## src/rtl/pipelined_adder_pkg.sv

```systemverilog
// Shared types and helpers for the segmented-carry pipelined adder.
package pipelined_adder_pkg;

    // Upper bound on DATA_WIDTH; each stage register carries full-width operand fields.
    localparam int MAX_DATA_WIDTH = 128;

    typedef struct packed {
        logic                      valid;
        logic                      carry;
        logic                      sub;
        logic                      is_signed;
        logic                      ext_a;
        logic                      ext_b;
        logic [MAX_DATA_WIDTH-1:0] sum;
        logic [MAX_DATA_WIDTH-1:0] op_a;
        logic [MAX_DATA_WIDTH-1:0] op_b;
    } stage_t;

    function automatic int seg_width(input int data_width, input int stages);
        return data_width / stages;
    endfunction

endpackage

```

## src/rtl/pipelined_adder_segment.sv

```systemverilog
// Combinational carry-in/carry-out adder for one pipeline segment.
module adder_segment #(
    parameter int WIDTH = 16
) (
    input  logic [WIDTH-1:0] a_i,
    input  logic [WIDTH-1:0] b_i,
    input  logic             cin_i,
    output logic [WIDTH-1:0] sum_o,
    output logic             cout_o
);

    assign {cout_o, sum_o} = {1'b0, a_i} + {1'b0, b_i} + {{WIDTH{1'b0}}, cin_i};

endmodule

```

## src/rtl/pipelined_adder.sv

```systemverilog
// Pipelined exact adder/subtractor: the carry chain is cut into STAGES segments,
// one segment resolved per stage, with per-stage valid bits and ripple-ready flow control.
module pipelined_adder
    import pipelined_adder_pkg::*;
#(
    parameter int DATA_WIDTH = 32,
    parameter int STAGES     = 2
) (
    input  logic                  clk,
    input  logic                  reset,
    input  logic                  in_valid,
    output logic                  in_ready,
    input  logic [DATA_WIDTH-1:0] in1,
    input  logic [DATA_WIDTH-1:0] in2,
    input  logic                  sub,
    input  logic                  is_signed,
    output logic                  out_valid,
    input  logic                  out_ready,
    output logic [DATA_WIDTH:0]   out
);

    localparam int SEG = seg_width(DATA_WIDTH, STAGES);

    if (STAGES < 1 || STAGES > 8 || (DATA_WIDTH % STAGES) != 0 || DATA_WIDTH > MAX_DATA_WIDTH)
    begin : g_bad_cfg
        $error("pipelined_adder: DATA_WIDTH must be a multiple of STAGES (1..8) and fit stage_t");
    end

    stage_t            in_beat;
    stage_t            src     [STAGES];
    stage_t            stage_d [STAGES];
    stage_t            stage_q [STAGES];
    logic [SEG-1:0]    seg_sum [STAGES];
    logic [STAGES-1:0] seg_cout;
    logic [STAGES:0]   ready;
    logic [STAGES-1:0] advance;

    // Subtraction enters as a + ~b with the +1 supplied as carry-in to segment 0.
    always_comb begin
        in_beat                      = '0;
        in_beat.valid                = in_valid;
        in_beat.carry                = sub;
        in_beat.sub                  = sub;
        in_beat.is_signed            = is_signed;
        in_beat.ext_a                = is_signed & in1[DATA_WIDTH-1];
        in_beat.ext_b                = (is_signed & in2[DATA_WIDTH-1]) ^ sub;
        in_beat.op_a[DATA_WIDTH-1:0] = in1;
        in_beat.op_b[DATA_WIDTH-1:0] = sub ? ~in2 : in2;
    end

    always_comb begin
        src[0] = in_beat;
        for (int k = 1; k < STAGES; k++) begin
            src[k] = stage_q[k-1];
        end
    end

    for (genvar k = 0; k < STAGES; k++) begin : g_seg
        adder_segment #(.WIDTH(SEG)) u_seg (
            .a_i   (src[k].op_a[k*SEG +: SEG]),
            .b_i   (src[k].op_b[k*SEG +: SEG]),
            .cin_i (src[k].carry),
            .sum_o (seg_sum[k]),
            .cout_o(seg_cout[k])
        );
    end

    // The last stage folds the extension bits into the carry slot, giving out[DATA_WIDTH].
    always_comb begin
        for (int k = 0; k < STAGES; k++) begin
            stage_d[k]                    = src[k];
            stage_d[k].sum[k*SEG +: SEG]  = seg_sum[k];
            stage_d[k].carry              = (k == STAGES - 1)
                                            ? (src[k].ext_a ^ src[k].ext_b ^ seg_cout[k])
                                            : seg_cout[k];
        end
    end

    always_comb begin
        ready         = '0;
        advance       = '0;
        ready[STAGES] = out_ready;
        for (int k = STAGES - 1; k >= 0; k--) begin
            advance[k] = stage_q[k].valid & ready[k+1];
            ready[k]   = ~stage_q[k].valid | advance[k];
        end
    end

    always_ff @(posedge clk or negedge reset) begin
        if (!reset) begin
            for (int k = 0; k < STAGES; k++) begin
                stage_q[k] <= '0;
            end
        end else begin
            for (int k = 0; k < STAGES; k++) begin
                if (ready[k]) begin
                    stage_q[k] <= stage_d[k];
                end
            end
        end
    end

    assign in_ready  = ready[0];
    assign out_valid = stage_q[STAGES-1].valid;
    assign out       = {stage_q[STAGES-1].carry, stage_q[STAGES-1].sum[DATA_WIDTH-1:0]};

endmodule

```

## config.mk

```make
export PLATFORM = sky130hd
export DESIGN_NAME = pipelined_adder
export DESIGN_NICKNAME = d
export VERILOG_FILES = /design/src/rtl/pipelined_adder_pkg.sv /design/src/rtl/pipelined_adder_segment.sv /design/src/rtl/pipelined_adder.sv
export SDC_FILE = /design/constraint.sdc
export NUM_CORES = 1
export LEC_CHECK = 0
export CORE_MARGIN = 2
export CORE_UTILIZATION = 35
export CTS_CLUSTER_DIAMETER = 200
export DETAILED_ROUTE_END_ITERATION = 6
export PLACE_DENSITY = 0.61
export SETUP_SLACK_MARGIN = 0.2
export SYNTH_ARGS = -nofsm -noshare
export SYNTH_HDL_FRONTEND = slang
export SYNTH_SLANG_ARGS = --single-unit
```

## constraint.sdc

```tcl
create_clock -name clk -period 5.8 [get_ports clk]
set_input_delay 1.16 -clock clk [delete_from_list [all_inputs] [get_ports clk]]
set_output_delay 1.16 -clock clk [all_outputs]
set_load 0.01 [all_outputs]
```

# Word level (Yosys, flattened, before mapping)
# Cells that the tools add are included.
# Widths: inputs -> output; s select.
# totals
ff_bits	118
elab_cells	27
inputBits	70
output_inout_bits	35
# op_classes
mux	1
add_sub_neg	4
bitwise	12
# ops
op	count
$add 16x16->17	2
$add 17x1->17	2
$mux 32	1
$not 32->32	1
$and 1x1->1	4
$xor 1x1->1	3
$not 1->1	2
$or 1x1->1	2

# Depth between registers and ports, before layout
# Gate-level depths: netlist (run 1).
# depth
depth_word	4
mapped_depth	11
ltp_nobuf	9

# Hierarchy
# From an unflattened synthesis (run 1), not the netlist that was laid out.
# hier_totals
cells_unflattened	406
hier_area_um2	5367.6
# by_module_without_submodules
module	area_per_inst_um2	n_inst	seq_area_each_um2	cells_each
pipelined_adder	3886.2	1	2152.1	225
adder_segment at g_seg[1].u_seg	748.2	1	0.0	92
adder_segment at g_seg[0].u_seg	733.2	1	0.0	89

# Worst setup path before layout (run 1)
# No wires, ideal clock.
# synth_timing
path_type	input to register
startpoint	input sub
endpoint	register stage_q (netlist bit src[270])
path_buffers	3
required_time_ns	5.696
t_arrival_ns	3.227
setup_time_ns	0.104
cell_stages	10
slack_ns	2.469
cell_sequence	buf_6 > clkbuf_1 > xor2_1 > ha_1 > clkbuf_1 > a21oi_1 > o21ai_0 > o21ai_0 > mux2_2 > o41ai_2
# synth_between
elab_chain_len	3
# synth_rtl
item	line	rtl
start: declaration	pipelined_adder.sv:15	input logic sub,
$mux 32	pipelined_adder.sv:48	in_beat.op_b[DATA_WIDTH-1:0] = sub ? ~in2 : in2;
$add 16x16->17	pipelined_adder_segment.sv:12	assign {cout_o, sum_o} = {1'b0, a_i} + {1'b0, b_i} + {{WIDTH{1'b0}}, cin_i};
$add 17x1->17 (*)	pipelined_adder_segment.sv:12	
end signal: indexed assignment	pipelined_adder.sv:97	stage_q[k] <= stage_d[k];
end: declaration	pipelined_adder.sv:32	stage_t stage_q [STAGES];
# Every way passes the cells marked *; elsewhere a longest branch is shown, timed or not.
# A chain may end at the register's enable or synchronous reset.

# Final worst setup path (run 1)
# layout_timing
startpoint	input out_ready
endpoint	output in_ready
# layout_between
elab_chain_len	4
# layout_rtl
item	line	rtl
start: declaration	pipelined_adder.sv:18	input logic out_ready,
$and 1x1->1	pipelined_adder.sv:84	advance[k] = stage_q[k].valid & ready[k+1];
$or 1x1->1	pipelined_adder.sv:85	ready[k] = ~stage_q[k].valid | advance[k];
$and 1x1->1	pipelined_adder.sv:84	
$or 1x1->1	pipelined_adder.sv:85	
end: declaration	pipelined_adder.sv:12	output logic in_ready,
# Every way passes these cells.

==> results.cfg, run 1 <==
[sta]
period_share_pct = 68.9
slew_headroom_pct = 33.5
rsz0062_at_grt = no
hold_ws_ps = 452
final.setup.worst_slack_ps = 1800
skew_ps = 5.85
period_needed_ps = 4000
setup-violations-final = 0
slew_violations = 0
finalSetupTns_ps = 0
worst_pin_slew_ps = 998
fmax_mhz = 250
hold_viol = 0

[global_routing]
grt_max_degree = 67
track_usage_pct = 17.0
grt_pass1_vias = 4496
overflow = 0
grt_pass1_wl_mm = 21.3
antenna_found_initial = 0

[synth]
synth-xor-area-share_pct = 8.13
seq_area_frac_synth_pct = 42.5
synth_ff_type = dfrtp_1
synth_most_common_cell = nand2_1
synthDistinctLibCells = 62
synth_top_family_by_area = simple AND/OR/NAND/NOR gates
ys_top_cells_by_area = dfrtp_1, nand2_1, ha_1
synthArstFlopShare_pct = 100
ys_ff_latch = 86
synth_edf_count = 0
synthSimpleGateAreaFrac_pct = 19.0
synth.largest_area_cell = dfrtp_1
synth_compound_area_share_pct = 17.8
yosysTopAreaCellShare_pct = 42.5
synthTopCellsByCount = nand2_1, dfrtp_1, a21oi_1, o21ai_0, ha_1
netlist_area_um2 = 5060
ys_warn_count = 0
syn_inst = 569
synthAdderAreaFrac_pct = 8.60
syn_avg_cell_area_um2 = 8.89
synth_nets = 672
synthMuxAreaShare_pct = 0.890

[worst_setup_path]
crit_path_max_incr_delay_ps = 480
crit_family = buffers and inverters
critPathKind = input pin to output port
cpMaxStageDelayCell = clkdlybuf4s50_1
crit_chain = clkdlybuf4s50_1, nor2b_2, buf_4, and2_2, clkinv_1, clkdlybuf4s50_1
ff2ff_setup_slack_ps = 3290
start_kind = input pin
crit_path_end_kind = output port
cp_max_fo = 33
cp_num_buf_inv = 4
critPathRequiredTime_ps = 4640
crit_top_cell = clkdlybuf4s50_1
crit-reg2reg-launch = src[388]$_DFFE_PN0P_
cp.arrival_ps = 2840
crit_start = out_ready

[clock_network]
cts_sinks = 86
cts.repair.resized = 0
root_buffer = clkbuf_16
clock_path_buffers = 2
cts_tree = built
path_clk_slew_ps = 60
cts_made_buffers = 9
hold_buffers = 0
cts-htree-levels = 3
cts_setup_buffers = 0
worstSkewPairLatency_ps = 340

[worst_hold_path]
hp-class = flop to flop
worst_hold_startpoint = src[389]$_DFFE_PN0P_

[placed_design]
dp_hpwl_mm = 8.86
placed_cells = 830
port_buffers = 104
dpl-instance-area_um2 = 6240
post-place-ws_ps = 1790
gp_congestion = 0.814

[finish]
fillers = 1376
final_area_um2 = 6560
syn2layout_area_growth_pct = 29.6
layout.nets = 764
drive_above_1_share_pct = 5.11
stdcell_count = 846
diodes = 0
fin_util_pct = 46.9

[routing]
firstDrtPassIters = 4
wl_mm = 12.5
route.vias.total = 4342
ant_nets = 0
drtIter0Drc = 286
viasPerCell = 5.13
wire_per_inst_um = 14.8
drc = 0

[job]
maxCapViolCount = 0

[outcome]
outcome = finished clean

[power]
irDropWorstVdd_mv = 0.134
powerDensity_nw_per_um2 = 341
leakage_nw = 2.92
total_power_mw = 2.24

[die]
dieArea_um2 = 15400
die_height_um = 124
start_util_pct = 36.2
fp.dieW_um = 124
core-area_um2 = 14000
placement_rows = 43
ioPinCount = 105
## routing by layer
layer | vias to the layer above | global-route usage [%] | share of wire (%)
met3 | 20 | 2.58 | 3.7
met5 | - | 0 | 0
met1 | 2074 | 21.0 | 45
li1 | 2140 | - | -
met4 | 0 | 7.27 | 2.4
met2 | 108 | 29.4 | 49
## sequential cells by signal, summed over array words and instances (netlist names)
| name | cells |
|---|---|
| out | 33 |
| out_valid | 1 |
| src | 52 |
## cells in the final DEF, fill, tap and decap left out, types with 3 or more instances in the layout
cell and instances:
nor2_1 28, buf_4 5, inv_1 11, o211ai_1 3, a211oi_1 5, dfrtp_1 86
ha_1 30, and3_1 3, o22ai_1 3, nand2_1 152, nand2b_1 4, nand3_1 6
o21ai_0 39, clkbuf_16 9, and4_1 4, o21a_1 7, nor3_1 11, xor2_1 24
o31ai_1 4, a31oi_1 3, clkinv_2 4, xnor2_1 23, a21o_1 9, fa_1 3
a21oi_1 39, clkdlybuf4s50_1 102
## path summary, 6_finish.rpt
| path | end | cells after the start |
|---|---|---|
| min | out_valid$_DFFE_PN0P_ | 1 |
| max reg2reg | out[32]$_DFFE_PN0P_ | 9 |
| min in group asynchronous | src[153]$_DFFE_PN0P_ | 1 |
| min reg2reg | out_valid$_DFFE_PN0P_ | 1 |
| max | in_ready | 6 |
| max in group asynchronous | out[25]$_DFFE_PN0P_ | 2 |
## logic make-up (layout without fill, tap and decap cells)
logic type	after synthesis	count (layout)
buf+inv	39	136
simple gates	224	224
xor+xnor	47	47
fa+ha+maj	33	33
flops	86	86
mux	4	4
compound gates	136	136
## area by class of cell
type                            count  area (um2)  share of cell area [%]
Clock buffer                        9         225                    3.43
Clock inverter                      7        88.8                    1.35
Inverter                           12        45.0                   0.687
Multi-Input combinational cell    444        2760                    42.1
Sequential cell                    86        2150                    32.8
Tap cell                          180         225                    3.43
Timing Repair Buffer              108        1060                    16.2
## power breakdown
group	switching (mW)	internal (mW)	total (mW)
Sequential	0.0927	0.745	0.837
Clock	0.238	0.375	0.612
Combinational	0.393	0.394	0.787
Total	0.723	1.51	2.24
Note: power is estimated with default switching activity, not from simulation.
==> run 2, diff against run 1 <==
==> constraint.sdc (replaced) <==
create_clock -name clk -period 4 [get_ports clk]
set_input_delay 0.8 -clock clk [delete_from_list [all_inputs] [get_ports clk]]
set_output_delay 0.8 -clock clk [all_outputs]
set_load 0.01 [all_outputs]
==> run 2 against run 1 <==
  * Global-route usage is 0.82 points lower
  * Critical endpoint is now src[268]$_DFFE_PN0P_
  * Combinational power is 45% higher
  * Cell count is 0.12% higher
  * Sequential cell count stayed put
  * Critical path depth is 3 higher
  * Worst setup slack worse by 840 ps
  * Clock power is 39% higher
  * Utilization hardly changed
  * Worst hold slack worse by 2.8 ps
==> results.cfg, run 2 (synthesis gave the netlist of run 1 again) <==
[routing]
drc = 0
viasPerCell = 5.05
drtIter0Drc = 263
ant_nets = 0
firstDrtPassIters = 4
wl_mm = 12.2
route.vias.total = 4276
wire_per_inst_um = 14.4

[power]
switchingPower_mw = 1.03
p_seq_share_pct = 37.8
powerDensity_nw_per_um2 = 489
p_int_mw = 2.17
swShare_pct = 32.2
p_clk_share_pct = 26.6
irDropWorstVdd_mv = 0.208
combPwrFrac_pct = 35.6
leakage_nw = 2.92

[clock_network]
worstSkewPairLatency_ps = 340
hold_buffers = 0
cts-htree-levels = 3
cts.repair.resized = 0
clock_path_buffers = 2
cts_tree = built
root_buffer = clkbuf_16
cts_setup_buffers = 0
path_clk_slew_ps = 60
cts_sinks = 86
cts_made_buffers = 9

[finish]
multiInputGateArea_um2 = 2760
stdcell_count = 847
largest_register_ffs = 52
fillers = 1372
drive_above_1_share_pct = 4.95
syn2layout_area_growth_pct = 29.5
seq_area_um2 = 2150
final_common_cell = nand2_1
diodes = 0
layout.nets = 765
most-common-layout-cells = nand2_1, clkdlybuf4s50_1, dfrtp_1, o21ai_0, a21oi_1

[sta]
fmax_mhz = 329
worst_pin_slew_ps = 915
hold_ws_ps = 449
period_needed_ps = 3040
slew_violations = 0
final.setup.worst_slack_ps = 959
finalSetupTns_ps = 0
skew_ps = 4.40
hold_viol = 0
rsz0062_at_grt = no
slew_headroom_pct = 39.0
period_share_pct = 76.0
setup-violations-final = 0

[placed_design]
placed_cells = 831
gp_congestion = 0.824
post-place-ws_ps = 634
port_buffers = 104
dp_hpwl_mm = 8.80

[global_routing]
overflow = 0
grt_pass1_wl_mm = 20.7
grt_pass1_vias = 4252
grt_max_degree = 67
track_usage_pct = 16.2
antenna_found_initial = 0

[die]
placement_rows = 43
start_util_pct = 36.2
ioPinCount = 105
fp.dieW_um = 124
die_height_um = 124
core-area_um2 = 14000
dieArea_um2 = 15400

[worst_setup_path]
crit_path_end_kind = flop
crit_path_max_incr_delay_ps = 520
cp.arrival_ps = 3240
start_kind = input pin
crit_chain = clkdlybuf4s50_1, mux2i_2, fa_1, nor2b_4, o31ai_4, a21oi_2, a41o_1, a2111oi_0, nor3_1
cpMaxStageDelayCell = clkdlybuf4s50_1
cp_max_fo = 5
critPathKind = input pin to flop
critPathRequiredTime_ps = 4200

[worst_hold_path]
hp-class = flop to flop

[job]
maxCapViolCount = 0

[outcome]
outcome = finished clean
-- run 2: cell types whose count changed in the layout (fill, tap and decap cells not counted) --
cell	delta
clkinv_4	-1
clkinvlp_4	+1
clkbuf_1	+2
clkinv_2	-3
bufinv_16	-1
clkbuf_8	+2
buf_4	+1
-- run 2: final timing paths --
path / to / cells past startpoint / from / slack, ps
hold / removal: out_valid$_DFFE_PN0P_ / 1 / src[389]$_DFFE_PN0P_ / 450
setup reg to reg: out[32]$_DFFE_PN0P_ / 9 / src[388]$_DFFE_PN0P_ / 1530
max in group asynchronous: src[17]$_DFFE_PN0P_ / 2 / reset / 2620
hold reg to reg: out_valid$_DFFE_PN0P_ / 1 / src[389]$_DFFE_PN0P_ / 450
setup / recovery: src[268]$_DFFE_PN0P_ / 9 / in2[0] / 960
min in group asynchronous: src[24]$_DFFE_PN0P_ / 1 / reset / 560
-- run 2: area by class of cell --
type                            count  area share (%)
Sequential cell                    86            32.8
Inverter                           12           0.687
Tap cell                          180            3.44
Clock buffer                       13            3.97
Timing Repair Buffer              109            16.3
Clock inverter                      3           0.649
Multi-Input combinational cell    444            42.1
-- run 2: worst max-delay path: cells and delay by family --
family	cells	cell delay, ps
and+or+nand+nor	2	150
buffers and inverters	1	520
AOI/OAI and AO/OA	4	1150
muxes	1	300
adders and majority gates	1	310
-- run 2: metal layers --
metal / GRT usage, % / up-vias / wire length (um) / part of all wire [%]
li1: - / 2147 / - / -
met1: 21.0 / 1997 / 5500 / 45
met2: 27.5 / 117 / 5910 / 48
met3: 2.88 / 15 / 625 / 5.1
met4: 4.96 / 0 / 197 / 1.6
met5: 0 / - / 0 / 0
-- run 2: through the flow --
stage	cell area [um2]	total power, mW	util (%)
floorplan	5060	1.87	-
global placement	6250	2.34	44.7
detailed placement	6250	2.38	44.7
CTS	6560	3.24	46.9
global route	6560	3.42	46.9
finish	6560	3.20	46.9
-- run 2: power groups by stage --
stage	sequential [mW]	combinational [mW]	clock [mW]
6_report	1.21	1.14	0.853
5_1_grt	1.24	1.27	0.913
4_1_cts	1.21	1.15	0.871
3_5_place_dp	1.23	1.15	0
3_3_place_gp	1.22	1.12	0
2_1_floorplan	1.25	0.619	0
==> run 3, diff against run 2 <==
--- a/config.mk
+++ b/config.mk
@@ -9,7 +9,7 @@
 export CORE_UTILIZATION = 35
 export CTS_CLUSTER_DIAMETER = 200
 export DETAILED_ROUTE_END_ITERATION = 6
-export PLACE_DENSITY = 0.61
+export PLACE_DENSITY = 0.63
 export SETUP_SLACK_MARGIN = 0.2
 export SYNTH_ARGS = -nofsm -noshare
 export SYNTH_HDL_FRONTEND = slang
==> constraint.sdc (replaced) <==
create_clock -name clk -period 2.6 [get_ports clk]
set_input_delay 0.52 -clock clk [delete_from_list [all_inputs] [get_ports clk]]
set_output_delay 0.52 -clock clk [all_outputs]
set_load 0.01 [all_outputs]
==> run 3 against run 2 <==
  * Final area rose by 7.2%
  * Non-clock buffer count rose by 38
  * Clock-buffer cell count rose by 1
  * Largest cell class unchanged
  * Sequential power rose by 55%
  * Wire length rose by 4.3%
  * Critical path depth rose by 1
  * Via count rose by 4.8%
  * Utilization rose by 3.4 points
  * Register-to-register slack got worse by 1200 ps
==> results.cfg, run 3 (synthesis gave the netlist of run 1 again) <==
[worst_setup_path]
ff2ff_path_depth = 9
ff2ff_setup_slack_ps = 330
start_kind = input pin
crit-reg2reg-launch = src[144]$_DFFE_PN0P_
crit_top_cell = buf_4
cp.arrival_ps = 2500
crit_path_max_incr_delay_ps = 470
crit_chain = clkdlybuf4s50_1, xor2_1, ha_1, buf_4, o21ai_1, a21oi_2, buf_4, o21ai_0, nor4b_2, nor3_1
critPathRequiredTime_ps = 2810
crit_path_end_kind = flop
cpMaxStageDelayCell = clkdlybuf4s50_1
critPathKind = input pin to flop
cp_max_fo = 4
crit-reg2reg-capture = out[32]$_DFFE_PN0P_

[global_routing]
antenna_found_initial = 0
overflow = 0
grt_max_degree = 46
grt_pass1_wl_mm = 21.5
grt_pass1_vias = 4417
track_usage_pct = 16.8

[clock_network]
clock_path_buffers = 2
cts_tree = built
hold_buffers = 0
cts-htree-levels = 3
cts_sinks = 86
cts_made_buffers = 9
path_clk_slew_ps = 70
root_buffer = clkbuf_16
worstSkewPairLatency_ps = 340

[sta]
finalSetupTns_ps = 0
hold_viol = 0
rsz0062_at_grt = yes
slew_headroom_pct = 61.4
skew_ps = 8.84
slew_violations = 0
period_share_pct = 88.1
setup-violations-final = 0
period_needed_ps = 2290
fmax_mhz = 437
worst_pin_slew_ps = 579

[die]
ioPinCount = 105
die_height_um = 124
placement_rows = 43
core-area_um2 = 14000
dieArea_um2 = 15400
fp.dieW_um = 124
start_util_pct = 36.2

[finish]
drive_above_1_share_pct = 13.3
largest_register_ffs = 52
diodes = 0
most-common-layout-cells = nand2_1, clkdlybuf4s50_1, dfrtp_1, buf_4, o21ai_0
layout.nets = 803
final_common_cell = nand2_1
syn2layout_area_growth_pct = 38.8
stdcell_count = 885

[power]
leakage_nw = 3.15
switchingPower_mw = 1.65
swShare_pct = 32.0
p_int_mw = 3.51
powerDensity_nw_per_um2 = 735
irDropWorstVdd_mv = 0.305
combPwrFrac_pct = 37.4
p_clk_share_pct = 26.4
p_seq_share_pct = 36.2

[routing]
drtIter0Drc = 285
ant_nets = 0
drc = 0
wire_per_inst_um = 14.4
firstDrtPassIters = 4
viasPerCell = 5.07
route.vias.total = 4483
wl_mm = 12.8

[placed_design]
port_buffers = 104
placed_cells = 860
gp_congestion = 0.839
dp_hpwl_mm = 9.34

[worst_hold_path]
hp-class = input pin to async pin

[job]
maxCapViolCount = 0

[outcome]
outcome = finished clean
[run 3: changes by cell type in the layout (fill, tap and decap cells not counted), sizes merged]
| cell | change |
|---|---|
| clkdlybuf4s50 | -7 |
| buf | +38 |
| dlymetal6s2s | +2 |
| clkinv | -1 |
| clkbuf | +1 |
| dlygate4sd2 | +5 |
[run 3: worst max-delay path by stage]
stage          slack [ps]  cells past startpoint            startpoint              endpoint
6_report              310                     10                in2[5]  src[264]$_DFFE_PN0P_
2_1_floorplan          80                     10                   sub  src[268]$_DFFE_PN0P_
3_5_place_dp         -300                     10                in2[1]  src[270]$_DFFE_PN0P_
5_1_grt               160                     10                in2[5]  src[264]$_DFFE_PN0P_
3_3_place_gp         -260                     10                in2[1]  src[270]$_DFFE_PN0P_
4_1_cts               230                      9  src[388]$_DFFE_PN0P_   out[32]$_DFFE_PN0P_
[run 3: power groups by stage]
stage                     registers, mW  clock network, mW  logic (mW)
after global routing               1.91               1.45        2.14
final                              1.87               1.36        1.93
after CTS                          1.87               1.39        1.91
after floorplan                    1.92                  0       0.966
after global placement             1.89                  0        1.81
after detailed placement           1.90                  0        1.85
[run 3: what timing repair did]
action	CTS	global route
setup buffers	8	1
endpoints found under the setup margin	10	11
gates resized for setup	20	14
gates cloned	0	0
pin swaps	13	11
[run 3: cell type report]
cell class | instances | area (um2)
clock inverter | 2 | 37.5
timing repair buffer | 147 | 1390
tap | 180 | 225
inverter | 12 | 45.0
multi-input combinational | 444 | 2900
fill | 1321 | 6960
clock buffer | 14 | 284
sequential | 86 | 2150
[run 3: layer usage]
metal  track usage (%)  vias to the layer above  part of all wire (%)
met4              5.95                        0                   1.6
met3              2.53                       15                   4.3
met1              21.7                     2113                    45
met2              28.6                      119                    49
met5                 0                        -                     0
li1                  -                     2236                     -
[run 3: metrics by stage]
step	cell area [um2]	util (%)	power, mW	hold slack [ps]	worst slack (ps)
after CTS	6960	49.8	5.17	193	226
after global routing	7030	50.2	5.49	222	160
after floorplan	5100	-	2.89	224	81.1
after global placement	6510	46.5	3.69	438	-260
after detailed placement	6510	46.5	3.74	455	-302
final	7030	50.2	5.16	174	310
[run 3: worst max-delay path, delay by kind of cell]
| family | cells | cell delay (ps) |
|---|---|---|
| buf+inv | 3 | 770 |
| compound gates | 3 | 450 |
| xor+xnor | 1 | 150 |
| fa+ha+maj | 1 | 260 |
| simple gates | 2 | 350 |
